[src/rtl/fifo_reader.sv]
// fifo_reader: pulls flits out of an upstream circular FIFO whose read data
// is registered (valid one cycle after the read strobe) and presents them on
// a valid/ready stream through a 2-entry in-order skid buffer.
//
// Ports:
//   clk_i            clock, all state on the rising edge
//   rst_ni           asynchronous active-low reset
//   fifo_empty_i     upstream FIFO empty flag
//   fifo_data_i      upstream registered read data
//   fifo_underflow_i upstream underflow flag (sets err_o)
//   fifo_rd_en_o     read strobe to the upstream FIFO
//   valid_o/data_o   downstream flit, data_o is the oldest buffered flit
//   ready_i          downstream accepts the flit
//   occ_o            skid buffer occupancy, 0..2
//   flit_cnt_o       saturating count of delivered flits
//   err_o            sticky protocol error
module fifo_reader #(
  parameter int DATA_W = 8,
  parameter int CNT_W  = 16
) (
  input  logic              clk_i,
  input  logic              rst_ni,
  input  logic              fifo_empty_i,
  input  logic [DATA_W-1:0] fifo_data_i,
  input  logic              fifo_underflow_i,
  output logic              fifo_rd_en_o,
  output logic              valid_o,
  output logic [DATA_W-1:0] data_o,
  input  logic              ready_i,
  output logic [1:0]        occ_o,
  output logic [CNT_W-1:0]  flit_cnt_o,
  output logic              err_o
);

  typedef enum logic [1:0] {
    EMPTY = 2'd0,
    ONE   = 2'd1,
    TWO   = 2'd2
  } state_t;

  state_t            r_state;
  state_t            w_state_next;
  logic [DATA_W-1:0] r_head;
  logic [DATA_W-1:0] r_tail;
  logic [DATA_W-1:0] w_head_next;
  logic [DATA_W-1:0] w_tail_next;
  logic              r_inflight;
  logic [CNT_W-1:0]  r_cnt;
  logic              r_err;
  logic              w_pop;
  logic              w_capture;
  logic              w_overflow;
  logic [1:0]        w_occ;
  logic [2:0]        w_demand;

  assign w_occ      = r_state;
  assign occ_o      = w_occ;
  assign valid_o    = (r_state != EMPTY);
  assign data_o     = r_head;
  assign flit_cnt_o = r_cnt;
  assign err_o      = r_err;
  assign w_pop      = valid_o && ready_i;
  // The flit requested last cycle lands on this edge.
  assign w_capture  = r_inflight;

  // Slots that will still be claimed after this edge: buffered + landing
  // - leaving. A new read is safe only if at most one is claimed, which
  // keeps the buffer at two entries while allowing one flit per cycle.
  assign w_demand     = {1'b0, w_occ} + {2'b00, r_inflight} - {2'b00, w_pop};
  assign fifo_rd_en_o = rst_ni && !fifo_empty_i && (w_demand <= 3'd1);

  always_ff @(posedge clk_i or negedge rst_ni) begin
    if (!rst_ni) begin
      r_state    <= EMPTY;
      r_head     <= '0;
      r_tail     <= '0;
      r_inflight <= 1'b0;
      r_cnt      <= '0;
      r_err      <= 1'b0;
    end else begin
      r_state    <= w_state_next;
      r_head     <= w_head_next;
      r_tail     <= w_tail_next;
      r_inflight <= fifo_rd_en_o;
      if (w_pop && (r_cnt != {CNT_W{1'b1}})) begin
        r_cnt <= r_cnt + {{(CNT_W-1){1'b0}}, 1'b1};
      end
      if (fifo_underflow_i || w_overflow) begin
        r_err <= 1'b1;
      end
    end
  end

  always_comb begin
    w_state_next = r_state;
    w_head_next  = r_head;
    w_tail_next  = r_tail;
    w_overflow   = 1'b0;
    case (r_state)
      EMPTY: begin
        if (w_capture) begin
          w_head_next  = fifo_data_i;
          w_state_next = ONE;
        end
      end
      ONE: begin
        if (w_pop && w_capture) begin
          // Head leaves and the arriving flit replaces it directly.
          w_head_next = fifo_data_i;
        end else if (w_pop) begin
          w_state_next = EMPTY;
        end else if (w_capture) begin
          w_tail_next  = fifo_data_i;
          w_state_next = TWO;
        end
      end
      TWO: begin
        if (w_pop) begin
          w_head_next = r_tail;
          if (w_capture) begin
            w_tail_next = fifo_data_i;
          end else begin
            w_state_next = ONE;
          end
        end else if (w_capture) begin
          // No room: flag it and drop the arriving flit.
          w_overflow = 1'b1;
        end
      end
      default: begin
        w_state_next = EMPTY;
      end
    endcase
  end

endmodule
[config.mk]
export PLATFORM = sky130hd
export DESIGN_NAME = fifo_reader
export DESIGN_NICKNAME = d
export VERILOG_FILES = /design/src/rtl/fifo_reader.sv
export SDC_FILE = /design/constraint.sdc
export NUM_CORES = 1
export LEC_CHECK = 0
export ABC_AREA = 0
export CAP_MARGIN = 0
export CORE_ASPECT_RATIO = 1.25
export CORE_UTILIZATION = 40
export DETAILED_ROUTE_END_ITERATION = 6
export PLACE_DENSITY = 0.66
export SETUP_SLACK_MARGIN = 0.1
export SLEW_MARGIN = 10
export SYNTH_ARGS = -nofsm -noshare
export SYNTH_HDL_FRONTEND = slang
export SYNTH_SLANG_ARGS = --single-unit
export TNS_END_PERCENT = 5
[constraint.sdc]
create_clock -name clk_i -period 4.8 [get_ports clk_i]
set_input_delay 1.44 -clock clk_i [delete_from_list [all_inputs] [get_ports clk_i]]
set_output_delay 1.44 -clock clk_i [all_outputs]
set_load 0.02 [all_outputs]
==> results of run 1 <==
per-stage QoR:
| step | power, mW | utilization [%] | hold slack (ps) | instances |
|---|---|---|---|---|
| after global routing | 1.341 | 56.10 | 502.1 | 255 |
| after floorplan | 0.8147 | - | 479.2 | 151 |
| after global placement | 1.011 | 53.88 | 451.6 | 247 |
| after CTS | 1.266 | 56.13 | 486.5 | 255 |
| final | 1.248 | 56.10 | 478.4 | 255 |
| after detailed placement | 1.032 | 53.88 | 469.8 | 247 |
state kept, by name (all words and copies together), names as in the netlist:
name / count
data_o: 8
r_inflight: 1
flit_cnt_o: 16
occ_o: 2
err_o: 1
r_tail: 8
timing repair:
action,in CTS,in global routing
pin swaps,3,2
resized for setup,8,3
endpoints found under the setup margin,1,1
layout make-up:
class	instances	area, µm²
Sequential cell	36	900.9
Tap cell	56	70.07
Fill cell	411	1828
Timing Repair Buffer	45	432.9
Multi-Input combinational cell	107	828.3
Clock inverter	2	10.01
Clock buffer	6	82.58
Inverter	3	11.26
logic make-up after synthesis:
group / share of synthesized area, %
AO/OA/AOI/OAI: 6.277
XOR/XNOR: 6.911
adder cells (fa/ha/maj): 3.949
buffers and inverters: 2.961
flip-flops: 50.78
multiplexers: 10.23
AND/OR/NAND/NOR: 18.90
cell usage after synthesis:
| library cell | number | share of area [%] |
|---|---|---|
| xor2_1 | 7 | 3.5 |
| a21oi_1 | 10 | 2.8 |
| dfrtp_1 | 36 | 51 |
| ha_1 | 4 | 2.8 |
| or4_4 | 1 | 0.63 |
| nand4_1 | 3 | 1.1 |
| or2_4 | 1 | 0.49 |
| nor2b_1 | 2 | 0.71 |
| nand3_2 | 1 | 0.56 |
| a22o_1 | 1 | 0.49 |
| buf_4 | 2 | 0.85 |
| fa_1 | 1 | 1.1 |
| o2bb2ai_1 | 1 | 0.49 |
| nor2_1 | 13 | 2.8 |
| a211o_1 | 1 | 0.49 |
| nand3_1 | 9 | 2.5 |
| inv_1 | 3 | 0.63 |
| o32ai_1 | 1 | 0.49 |
| nand4_4 | 1 | 1.2 |
| nand2_1 | 6 | 1.3 |
| xnor2_1 | 7 | 3.5 |
| mux2i_1 | 8 | 4.5 |
| a31oi_1 | 2 | 0.71 |
| mux2_2 | 9 | 5.7 |
| clkbuf_1 | 1 | 0.21 |
| nand2b_1 | 2 | 0.71 |
| a22oi_1 | 1 | 0.42 |
| nor4_1 | 2 | 0.71 |
| nor4b_1 | 1 | 0.49 |
| nor4b_2 | 1 | 0.85 |
| o22ai_1 | 1 | 0.35 |
| and2b_1 | 1 | 0.42 |
| and2_4 | 1 | 0.49 |
| buf_6 | 2 | 1.3 |
| nor3_1 | 5 | 1.4 |
| nor4_2 | 2 | 1.4 |
| nor4_4 | 1 | 1.2 |
how the worst max path moves through the flow:
stage,start,endpoint,slack (ps),depth (start not counted)
finish,ready_i,fifo_rd_en_o,250,10
global route,ready_i,fifo_rd_en_o,150,10
CTS,ready_i,fifo_rd_en_o,120,10
detailed placement,ready_i,fifo_rd_en_o,-630,10
global placement,ready_i,fifo_rd_en_o,-550,10
floorplan,ready_i,fifo_rd_en_o,130,9
power breakdown:
| group | leakage (nW) | switching [mW] | internal, mW |
|---|---|---|---|
| Clock | 0.0510 | 0.108 | 0.114 |
| Sequential | 0.451 | 0.0956 | 0.402 |
| Combinational | 0.463 | 0.264 | 0.264 |
per-layer routing:
metal | up-vias | part of all wire, % | routed length (µm)
met5 | - | 0 | 0
met4 | 0 | 1.5 | 52
met3 | 5 | 4.5 | 161
met2 | 38 | 51 | 1817
met1 | 649 | 43 | 1550
li1 | 629 | - | -
worst max-delay path: stages:
cell	delay [ps]
clkbuf_2	90
and2_4	140
inv_1	50
ha_1	270
ha_2	150
inv_1	40
fa_1	480
nand2_1	60
nor3_2	200
buf_4	170
==> key figures, run 1 <==
Clock network
  • Clock Pin Slew Worst Setup and Hold Paths: 70 ps
  • Post-CTS Hold Buffers: 0
  • CTS root buffer: clkbuf_8
  • Sink Count: 36
  • H-tree Lvls: 2
  • TritonCTS clock tree: built
  • Clock buffer depth: 2
  • Clock latency on the worst-skew pair: 290 ps
  • CTS Buf Count: 5
  • Post-CTS Setup Bufs: 0

Global route
  • GRT Overall Usage: 17.80%
  • Vias in the first global route: 1348
  • Met1 Use GR: 22.11%
  • GR peak layer: met2
  • First-pass GRT wire length: 6203 µm
  • Grt met2 use: 27.53%
  • Initial antenna violation count: 0
  • Grt total ovfl: 0
  • Largest net degree at the start of global routing: 37
  • M3 GR Usage: 6.112%

Floorplan
  • Die X: 61.57 µm
  • I/O pins: 42
  • Initial cell density of the core: 42.61%
  • Num rows: 26
  • Core ar.: 4164 µm²
  • Die area: 4708 µm²
  • Die Y: 76.46 µm

Drt
  • DR iter-0 viols: 43
  • Vias per Instance: 5.180
  • DR WL/cell: 14.05 µm
  • Total number of vias: 1321
  • Residual DRC: 0
  • Post-DRT Antenna Nets: 0
  • Total Wirelength: 3582 µm
  • Drt pass-1 iters: 4

Timing
  • RSZ-0062 raised after global routing: false
  • Setup TNS Final: 0 ps
  • Post-layout minimum cycle time: 4547 ps
  • Final setup vio count: 0
  • Final critical-path share of the clock period: 94.72%
  • Slew @ Worst Pin: 533.1 ps
  • Final hold vios: 0
  • Fmax: 0.2199 GHz
  • Slew Limit Fails: 0
  • Max_slew headroom: 64.46%
  • Fin worst setup slack: 253.2 ps
  • Clock Skew: 5.057 ps

Logic synthesis
  • Sequential area share after synthesis: 50.78%
  • Post-synthesis area per instance: 11.75 µm²
  • YS warnings: 0
  • #FFs+latches synth: 36
  • Mapped Area: 1774 µm²
  • Post-synthesis instance total: 151
  • Synth Net Count: 169
  • Post-synth cell types: 37

Placed design
  • HPWL Detailed: 2577 µm
  • GPL Wtd Cong: 0.8288
  • Cell Area, Placed: 2243 µm²
  • Post-place setup slack: -634.0 ps
  • Port Buf Inserts: 41

Worst setup path
  • CP Capture Type: output pin
  • R2r setup slk: 2550 ps
  • FF-to-FF path depth: 9
  • Setup CP Type: input pin to output pin
  • Crit path DAT: 3110 ps
  • Worst EP required: 3360 ps
  • CP startpoint kind: input pin
  • Worst R2R Start: occ_o[1]
  • Worst r2r dst: r_inflight
  • Critical path peak fanout: 2

Final layout
  • Leading cell type in the layout, fill and taps excluded: clkdlybuf4s50_1
  • Most frequent cells in the layout: clkdlybuf4s50_1, dfrtp_1, nor2_1, a21oi_1
  • Design area: 2336 µm²
  • Layout Nets: 216
  • Area grow syn2layout: 31.66%
  • Layout cell share with drive strength beyond 1: 17.09%
  • N_diodes: 0

Power and ir drop
  • Leakage: 0.9648 nW
  • VDD IR max: 0.2808 mV
  • PwrDens: 534.3 nW/µm²

Job
  • Max Cap Viol: 0

Worst hold path
  • HP Class: flip-flop to flip-flop
  • Hold Path Cell Cnt: 1
  • Hold_sp: err_o
  • Hold Path End: err_o

Status
  • Outcome: complete, no violations
(Power assumes the default switching activity.)
==> run 2: changes to the inputs <==
CORE_UTILIZATION = 49   (was 40)
PLACE_DENSITY = 0.79   (was 0.66)
==> key figures, run 2 (synthesis gave the netlist of run 1 again) <==
Final layout
  • N_diodes: 0 (unchanged)
  • Area grow syn2layout: 30.47%
  • Max reg flops: 16 (unchanged)
  • Leading cell type in the layout, fill and taps excluded: clkdlybuf4s50_1
  • Layout cell share with drive strength beyond 1: 17.00% (-0.085 points)
  • Most frequent cells in the layout: clkdlybuf4s50_1, dfrtp_1, nor2_1, a21oi_1
  • Layout Nets: 217 (+0.46%)

Floorplan
  • Initial cell density of the core: 50.93% (+8.3 points)
  • Num rows: 24 (-7.7%)
  • Die Y: 69.28 µm (-9.4%)
  • I/O pins: 42 (unchanged)
  • Die area: 3867 µm² (-18%)
  • Die X: 55.82 µm (-9.3%)
  • Core ar.: 3483 µm² (-16%)

Power and ir drop
  • Leakage: 0.9690 nW (+0.44%)
  • PwrDens: 536.8 nW/µm² (+0.46%)
  • VDD IR max: 0.3769 mV (+34%)
  • Overall power: 1.242 mW (-0.45%)

Drt
  • Residual DRC: 0 (unchanged)
  • DR WL/cell: 15.01 µm (+6.8%)
  • WL met3: 179 µm (+11%)
  • Post-DRT Antenna Nets: 0 (unchanged)
  • Total Wirelength: 3587 µm (+0.14%)
  • Met1 wire length: 1469 µm (-5.2%)
  • Met2 routed WL: 1900 µm (+4.6%)
  • Total number of vias: 1317 (-0.30%)
  • DR iter-0 viols: 34 (-21%)
  • Drt pass-1 iters: 4 (unchanged)
  • Vias per Instance: 5.510 (+6.4%)
  • DR top layer: met4

Worst setup path
  • Crit-path slowest cell: fa_1
  • Crit path DAT: 3080 ps (-30 ps)
  • CP startpoint kind: input pin
  • CP Buf/Inv Count: 4 (unchanged)
  • Critical path peak fanout: 2 (unchanged)
  • CP max stage delay: 480 ps (about the same)
  • Worst EP required: 3360 ps (about the same)
  • Setup CP Type: input pin to output pin
  • CP Capture Type: output pin
  • Cell family with most CP delay: adder cells
  • Cell Chain, Critical Path: clkbuf_2 > and2_4 > inv_1 > ha_1 > ha_1 > inv_1 > fa_1 > nand2_1 > nor3_2 > buf_4

Timing
  • Fmax: 0.2215 GHz (+0.69%)
  • Slew Limit Fails: 0 (unchanged)
  • Final hold vios: 0 (unchanged)
  • Setup TNS Final: 0 ps (unchanged)
  • Final setup vio count: 0 (unchanged)
  • Final critical-path share of the clock period: 94.08% (-0.65 points)
  • Max_slew headroom: 63.17% (-1.3 points)
  • Clock Skew: 8.213 ps (+3.156 ps)
  • RSZ-0062 raised after global routing: false
  • Slew @ Worst Pin: 552.5 ps (+19.36 ps)
  • Post-layout minimum cycle time: 4516 ps (-31.07 ps)
  • Hold Slack: 507.4 ps (+28.99 ps)

Clock network
  • Clock latency on the worst-skew pair: 280 ps (about the same)
  • CTS Buf Count: 5 (unchanged)
  • Clock buffer depth: 2 (unchanged)
  • H-tree Lvls: 2 (unchanged)
  • CTS root buffer: clkbuf_8
  • Clock Pin Slew Worst Setup and Hold Paths: 80 ps (about the same)
  • TritonCTS clock tree: built
  • Sink Count: 36 (unchanged)

Worst hold path
  • HP Class: flip-flop to flip-flop

Global route
  • First-pass GRT wire length: 6251 µm (+0.77%)
  • Grt total ovfl: 0 (unchanged)
  • GRT Overall Usage: 20.55% (+2.8 points)
  • Vias in the first global route: 1402 (+4.0%)
  • Largest net degree at the start of global routing: 37 (unchanged)
  • Initial antenna violation count: 0 (unchanged)

Placed design
  • GPL Wtd Cong: 0.7780 (-6.1%)
  • Port Buf Inserts: 41 (unchanged)
  • HPWL Detailed: 2669 µm (+3.6%)

Job
  • Max Cap Viol: 0 (unchanged)

Status
  • Outcome: complete, no violations
## run 2: cell count changes in the layout (fill, tap and decap cells not counted), sizes merged
cell	delta
clkinv	+1
clkbuf	-1
buf	+1
## run 2: timing repair
| item | CTS | global route |
|---|---|---|
| buffers inserted | 1 | 0 |
| hold buffers | 0 | 0 |
| gates resized for setup | 8 | 2 |
| pin swaps | 3 | 2 |
| setup endpoints to repair | 1 | 1 |
| hold endpoints to repair | 0 | 0 |
## run 2: power by group
group	internal (mW)	switching, mW
combinational	0.266	0.269
sequential	0.402	0.0934
clock	0.101	0.110
total	0.769	0.473
## run 2: worst reg2reg max path: stages (launching register included)
cell and delay [ps]:
dfrtp_1 560, or2_4 190, and2_4 130, inv_1 50, ha_1 270, ha_1 130
inv_1 50, fa_1 480, nand2_1 70, nor3_2 200
## run 2: per-stage QoR
step / util [%] / setup slack (ps) / std cells / instance area [µm²]
after floorplan: - / 125.8 / 151 / 1774
after global placement: 63.79 / -537.9 / 230 / 2222
after detailed placement: 63.79 / -626.4 / 230 / 2222
after CTS: 66.56 / 176.7 / 239 / 2318
after global routing: 66.45 / 203.2 / 239 / 2315
final: 66.45 / 284.3 / 239 / 2315
## run 2: path summary, 6_finish.rpt
kind / startpoint / endpoint / slack [ps] / cells after the start
max in group asynchronous: rst_ni / flit_cnt_o[4] / 2860 / 2
min in group asynchronous: rst_ni / r_inflight / 1620 / 2
max reg2reg: occ_o[1] / r_inflight / 2600 / 9
min reg2reg: err_o / err_o / 510 / 1
min: err_o / err_o / 510 / 1
max: ready_i / fifo_rd_en_o / 280 / 10
## run 2: final cells by class
cell class              instances  area [µm²]
fillers                       283        1169
clock buffers                   5       68.82
well taps                      39       48.80
multi-input cells             107       825.8
flip-flops and latches         36       900.9
clock inverters                 3       18.77
repair buffers                 46       440.4
inverters                       3       11.26
## run 2: layer usage
layer | vias to the layer above | track usage, %
met3 | 5 | 5.224
met2 | 40 | 37.62
met5 | - | 0
li1 | 632 | -
met1 | 640 | 23.16
met4 | 0 | 6.504
